`src/rtl/ifetch_queue.sv`:
```
// ifetch_queue: sequential instruction fetch into an in-order queue.
// Redirect flushes the queue and discards responses still in flight.
module ifetch_queue #(
  parameter int unsigned DEPTH    = 4,
  parameter logic [31:0] RESET_PC = 32'h0000_0000
) (
  input  logic        clk,
  input  logic        rst,
  output logic        imem_req_valid,
  output logic [31:0] imem_req_addr,
  input  logic        imem_req_ready,
  input  logic        imem_resp_valid,
  input  logic [31:0] imem_resp_data,
  output logic        inst_valid,
  output logic [31:0] inst_data,
  output logic [31:0] inst_pc,
  input  logic        inst_ready,
  input  logic        redirect,
  input  logic [31:0] redirect_pc
);

  localparam int unsigned AW = $clog2(DEPTH);
  localparam int unsigned CW = AW + 1;

  typedef logic [AW-1:0] ptr_t;
  typedef logic [CW-1:0] cnt_t;

  localparam cnt_t DEPTH_C = cnt_t'(DEPTH);

  logic [31:0] fetch_pc_q, fetch_pc_d;
  logic [31:0] resp_pc_q, resp_pc_d;
  ptr_t        rd_q, rd_d;
  ptr_t        wr_q, wr_d;
  cnt_t        count_q, count_d;
  cnt_t        outst_q, outst_d;
  cnt_t        drop_q, drop_d;

  logic [31:0] pc_mem_q   [DEPTH];
  logic [31:0] data_mem_q [DEPTH];

  logic [CW:0] used;
  logic        req_fire;
  logic        pop;
  logic        push;
  logic        dropping;

  // Dropped requests still hold credit until their response returns.
  assign used = {1'b0, count_q} + {1'b0, outst_q};

  assign imem_req_valid = !redirect && (used < {1'b0, DEPTH_C});
  assign imem_req_addr  = fetch_pc_q;

  assign inst_valid = (count_q != '0) && !redirect;
  assign inst_data  = data_mem_q[rd_q];
  assign inst_pc    = pc_mem_q[rd_q];

  assign req_fire = imem_req_valid && imem_req_ready;
  assign pop      = inst_valid && inst_ready;
  assign dropping = (drop_q != '0);
  assign push     = imem_resp_valid && !redirect && !dropping;

  // Next-state for PCs, pointers and counters; redirect overrides all.
  always_comb begin
    fetch_pc_d = fetch_pc_q;
    resp_pc_d  = resp_pc_q;
    rd_d       = rd_q;
    wr_d       = wr_q;
    count_d    = count_q;
    drop_d     = drop_q;
    outst_d    = outst_q + cnt_t'(req_fire)
               - cnt_t'(imem_resp_valid);
    if (redirect) begin
      fetch_pc_d = redirect_pc;
      resp_pc_d  = redirect_pc;
      rd_d       = '0;
      wr_d       = '0;
      count_d    = '0;
      drop_d     = outst_q - cnt_t'(imem_resp_valid);
    end else begin
      if (req_fire)
        fetch_pc_d = fetch_pc_q + 32'd4;
      if (imem_resp_valid && dropping)
        drop_d = drop_q - cnt_t'(1);
      if (push) begin
        resp_pc_d = resp_pc_q + 32'd4;
        wr_d      = wr_q + ptr_t'(1);
      end
      if (pop)
        rd_d = rd_q + ptr_t'(1);
      count_d = count_q + cnt_t'(push) - cnt_t'(pop);
    end
  end

  // Control state registers.
  always_ff @(posedge clk or negedge rst) begin
    if (!rst) begin
      fetch_pc_q <= RESET_PC;
      resp_pc_q  <= RESET_PC;
      rd_q       <= '0;
      wr_q       <= '0;
      count_q    <= '0;
      outst_q    <= '0;
      drop_q     <= '0;
    end else begin
      fetch_pc_q <= fetch_pc_d;
      resp_pc_q  <= resp_pc_d;
      rd_q       <= rd_d;
      wr_q       <= wr_d;
      count_q    <= count_d;
      outst_q    <= outst_d;
      drop_q     <= drop_d;
    end
  end

  // Queue storage; PC slots reset to RESET_PC so inst_pc starts there.
  always_ff @(posedge clk or negedge rst) begin
    if (!rst) begin
      for (int i = 0; i < int'(DEPTH); i++) begin
        pc_mem_q[i]   <= RESET_PC;
        data_mem_q[i] <= '0;
      end
    end else if (push) begin
      pc_mem_q[wr_q]   <= resp_pc_q;
      data_mem_q[wr_q] <= imem_resp_data;
    end
  end

endmodule

```
`config.mk`:
```
export PLATFORM = sky130hd
export DESIGN_NAME = ifetch_queue
export DESIGN_NICKNAME = d
export VERILOG_FILES = /design/src/rtl/ifetch_queue.sv
export SDC_FILE = /design/constraint.sdc
export NUM_CORES = 1
export LEC_CHECK = 0
export ABC_AREA = 1
export CAP_MARGIN = 0
export CORE_ASPECT_RATIO = 1.2
export CORE_MARGIN = 5
export CORE_UTILIZATION = 45
export DETAILED_ROUTE_END_ITERATION = 8
export GPL_ROUTABILITY_DRIVEN = 0
export PLACE_DENSITY = 0.69
export SLEW_MARGIN = 10
export SYNTH_ARGS = -nofsm -noshare
export SYNTH_HDL_FRONTEND = slang
export SYNTH_SLANG_ARGS = --single-unit
```
`constraint.sdc`:
```
create_clock -name clk -period 4.4 [get_ports clk]
set_input_delay 0.66 -clock clk [delete_from_list [all_inputs] [get_ports clk]]
set_output_delay 0.66 -clock clk [all_outputs]
set_load 0.02 [all_outputs]
```
==> run_results.csv <==
group,metric,value,unit
outcome,outcome,"completed",
pwr,sw_frac_of_total,36.6,%
clock_network,cts_buffer_depth,3,
grt,grt_remaining_overflow,0,
synthesis,synth_seq_cells,333,
critical_path,reg2regPathDepth,14,
synthesis,synth_xor_area_share,1.21,%
timing,relSlewSlack,43.8,%
drt,route.met2.wl,20.4,mm
timing,rsz0062_at_grt,"false",
pwr,clkPwrFrac,26.1,%
clock_network,cts.sinks,333,
clock_network,numCtsBuffers,37,
critical_path,crit_path_start_kind,"flop",
clock_network,tritoncts,"built",
synthesis,synth.avg_cell_area,8.04,um2
critical_path,critPathRequiredTime,3.74,ns
layout,n_antenna_cell,0,
grt,antenna_found_initial,0,
synthesis,synth_ff_type,"dfrtp_1",
pwr,power.leakage,8.89,nW
die,chipWidth,181,um
layout,nets,2172,
layout,fin_cells,2571,
critical_path,reg2reg_to,"count_q[2]",
critical_path,crit_type,"flop to primary output",
drt,drc_errors,0,
synthesis,synth_warnings,0,
die,rows,75,
layout,drive_gt1_share,4.93,%
synthesis,async_reset_ff_share,100,%
place,dpl_worst_slack,1.15,ns
clock_network,htree_levels,2,
clock_network,post_cts_resized,0,
pwr,pwr_density_cell,632,nW/um2
critical_path,cp_max_fo,36,
synthesis,synth_cell_types,34,
grt,grt_start_max_net_pins,119,
drt,wl_met1,18.7,mm
critical_path,arrival,2.85,ns
critical_path,worstReg2RegStart,"drop_q[0]",
timing,setup_ws,0.890,ns
timing,max_slew.worst_pin.slew,0.843,ns
pwr,switchingPower,4.42,mW
grt,grtUsageTotal,21.5,%
die,core-area,34900,um2
synthesis,yosys-mux-area-fraction,0,%
critical_path,ff2ff_setup_slack,1.60,ns
synthesis,ys_seq_area_share,52.5,%
timing,period_minus_slack,3.51,ns
die,start_util,45.4,%
grt,first_global_vias,13500,
synthesis,syn_nets,2060,
timing,setup_viol,0,
timing,tns,0,ns
pwr,pwr-share-seq,36.3,%
place,dp_cells,2507,
synthesis,yosys.area_share.adder,1.51,%
place,dp_hpwl,27.5,mm
job,cap_violations,0,
synthesis,synthSimpleGateAreaFrac,19.9,%
synthesis,synth_compound_area_share,18.0,%
layout,fin_util,54.7,%
drt,wl_met3,2.69,mm
drt,wl_per_cell,16.6,um
pwr,pwr-share-comb,37.6,%
drt,dr.first_iter.drc_count,1073,
place,portBuffers,167,
drt,drt-pass1-iter-count,5,
drt,vias,13800,
die,die_h,216,um
pwr,intPower,7.65,mW
die,io_pins,168,
timing,skew,0.0226,ns
critical_path,end_kind,"primary output",
drt,ant_nets,0,
min_path,hold_path_class,"input port to asynchronous set/reset pin",
clock_network,post_cts_buffers,0,
synthesis,synth_top_family_by_area,"simple AND/OR/NAND/NOR gates",
clock_network,cts-root-buf,"clkbuf_16",
pwr,peakVddDrop,0.000329,V
grt,grt_pass1_wl,70.4,mm
drt,viasPerCell,5.38,
die,die_area,39100,um2
timing,drv_slew,0,
clock_network,clock_latency,0.53,ns
clock_network,clkTransAtPathRegs,0.06,ns
drt,wl,42.6,mm
timing,max_freq,0.285,GHz
synthesis,syn_inst,1972,
drt,highest_layer,"met4",
layout,syn_to_final_growth,20.3,%
synthesis,syn_area,15900,um2
clock_network,hold_buffers,0,
timing,period_share,79.8,%
synthesis,synth_edf_count,0,
timing,hold_viol,0,
[final cells by class]
type | count | area [um2]
inverter | 146 | 551
multi-input combinational | 1378 | 6470
clock inverter | 10 | 138
fill | 3228 | 15800
sequential | 333 | 8340
clock buffer | 54 | 1100
timing repair buffer | 188 | 1900
tap | 462 | 578
[how the worst max path moves through the flow]
stage | cells past startpoint | slack, ns | endpoint | startpoint
finish | 5 | 0.89 | inst_data[20] | rd_q[1]
floorplan | 12 | 1.86 | outst_q[2] | redirect
detailed placement | 11 | 1.15 | count_q[2] | imem_resp_valid
global placement | 11 | 1.21 | count_q[2] | imem_resp_valid
global route | 5 | 0.69 | inst_data[20] | rd_q[1]
CTS | 4 | 0.82 | inst_pc[29] | rd_q[0]
[sequential cells by signal (all words and copies together), names as in the netlist]
register / cells
data_mem_q: 128
pc_mem_q: 128
imem_req_addr: 32
resp_pc_q: 32
count_q: 3
drop_q: 3
outst_q: 3
rd_q: 2
wr_q: 2
[metal layers]
metal | global-route usage, % | vias to the layer above
met5 | 0 | -
li1 | - | 6711
met2 | 35.6 | 436
met3 | 3.74 | 47
met4 | 5.23 | 0
met1 | 29.6 | 6639
[cell usage in the layout (no fill, tap or decap), drive strengths merged]
cell type      count
nand2            497
o21ai            435
dfrtp            333
nor2             217
clkdlybuf4s50    165
inv              146
o22ai             64
nand3             63
clkbuf            54
buf               23
xor2              18
o211ai            18
a21oi             17
ha                16
nand4              9
nor3               6
clkinv             5
xnor2              4
o21bai             3
a31oi              3
bufinv             3
and2               2
o221ai             2
fa                 2
clkinvlp           2
nand3b             1
or2                1
[worst max-delay path, cell delays in order, from the launching register on]
cell,delay [ns]
dfrtp_2,0.40
inv_2,0.56
buf_4,0.37
o21ai_0,0.13
o22ai_1,0.18
clkdlybuf4s50_1,0.65
[cell usage after synthesis, types with 4 or more instances]
cell type / instances / area share [%]
nor3_1: 5 / 0.16
nand4_1: 9 / 0.35
xnor2_1: 4 / 0.22
nor2_1: 213 / 5.0
o211ai_1: 18 / 0.85
clkbuf_1: 44 / 1.0
ha_1: 16 / 1.3
dfrtp_1: 333 / 53
nand2_1: 492 / 12
a21oi_1: 16 / 0.50
inv_1: 141 / 3.3
o21ai_0: 264 / 8.3
buf_2: 64 / 2.0
nand2_2: 5 / 0.20
inv_2: 4 / 0.095
o22ai_1: 64 / 2.5
nand3_1: 63 / 2.0
xor2_1: 18 / 0.99
o21ai_1: 171 / 5.4
[stage by stage]
step / cell area, um2 / hold slack (ns) / total power, mW
2_1_floorplan: 15900 / 0.364 / 7.03
3_3_place_gp: 17800 / 0.456 / 8.89
3_5_place_dp: 17800 / 0.467 / 9.00
4_1_cts: 19100 / 0.0388 / 12.2
5_1_grt: 19100 / 0.0638 / 12.9
6_report: 19100 / 0.0473 / 12.1
[power by group through the flow]
| stage | Sequential [mW] | Combinational (mW) | Clock, mW |
|---|---|---|---|
| 4_1_cts | 4.37 | 4.60 | 3.22 |
| 2_1_floorplan | 4.33 | 2.70 | 0 |
| 6_report | 4.38 | 4.54 | 3.15 |
| 3_3_place_gp | 4.39 | 4.50 | 0 |
| 3_5_place_dp | 4.41 | 4.59 | 0 |
| 5_1_grt | 4.48 | 5.02 | 3.35 |
[cell families (layout without fill, tap and decap cells)]
| family | count (synthesis) | in the layout |
|---|---|---|
| buffers and inverters | 261 | 398 |
| flip-flops | 333 | 333 |
| XOR/XNOR | 22 | 22 |
| AND/OR/NAND/NOR | 796 | 796 |
| adder cells (fa/ha/maj) | 18 | 18 |
| AO/OA/AOI/OAI | 542 | 542 |
(Power assumes the default switching activity.)
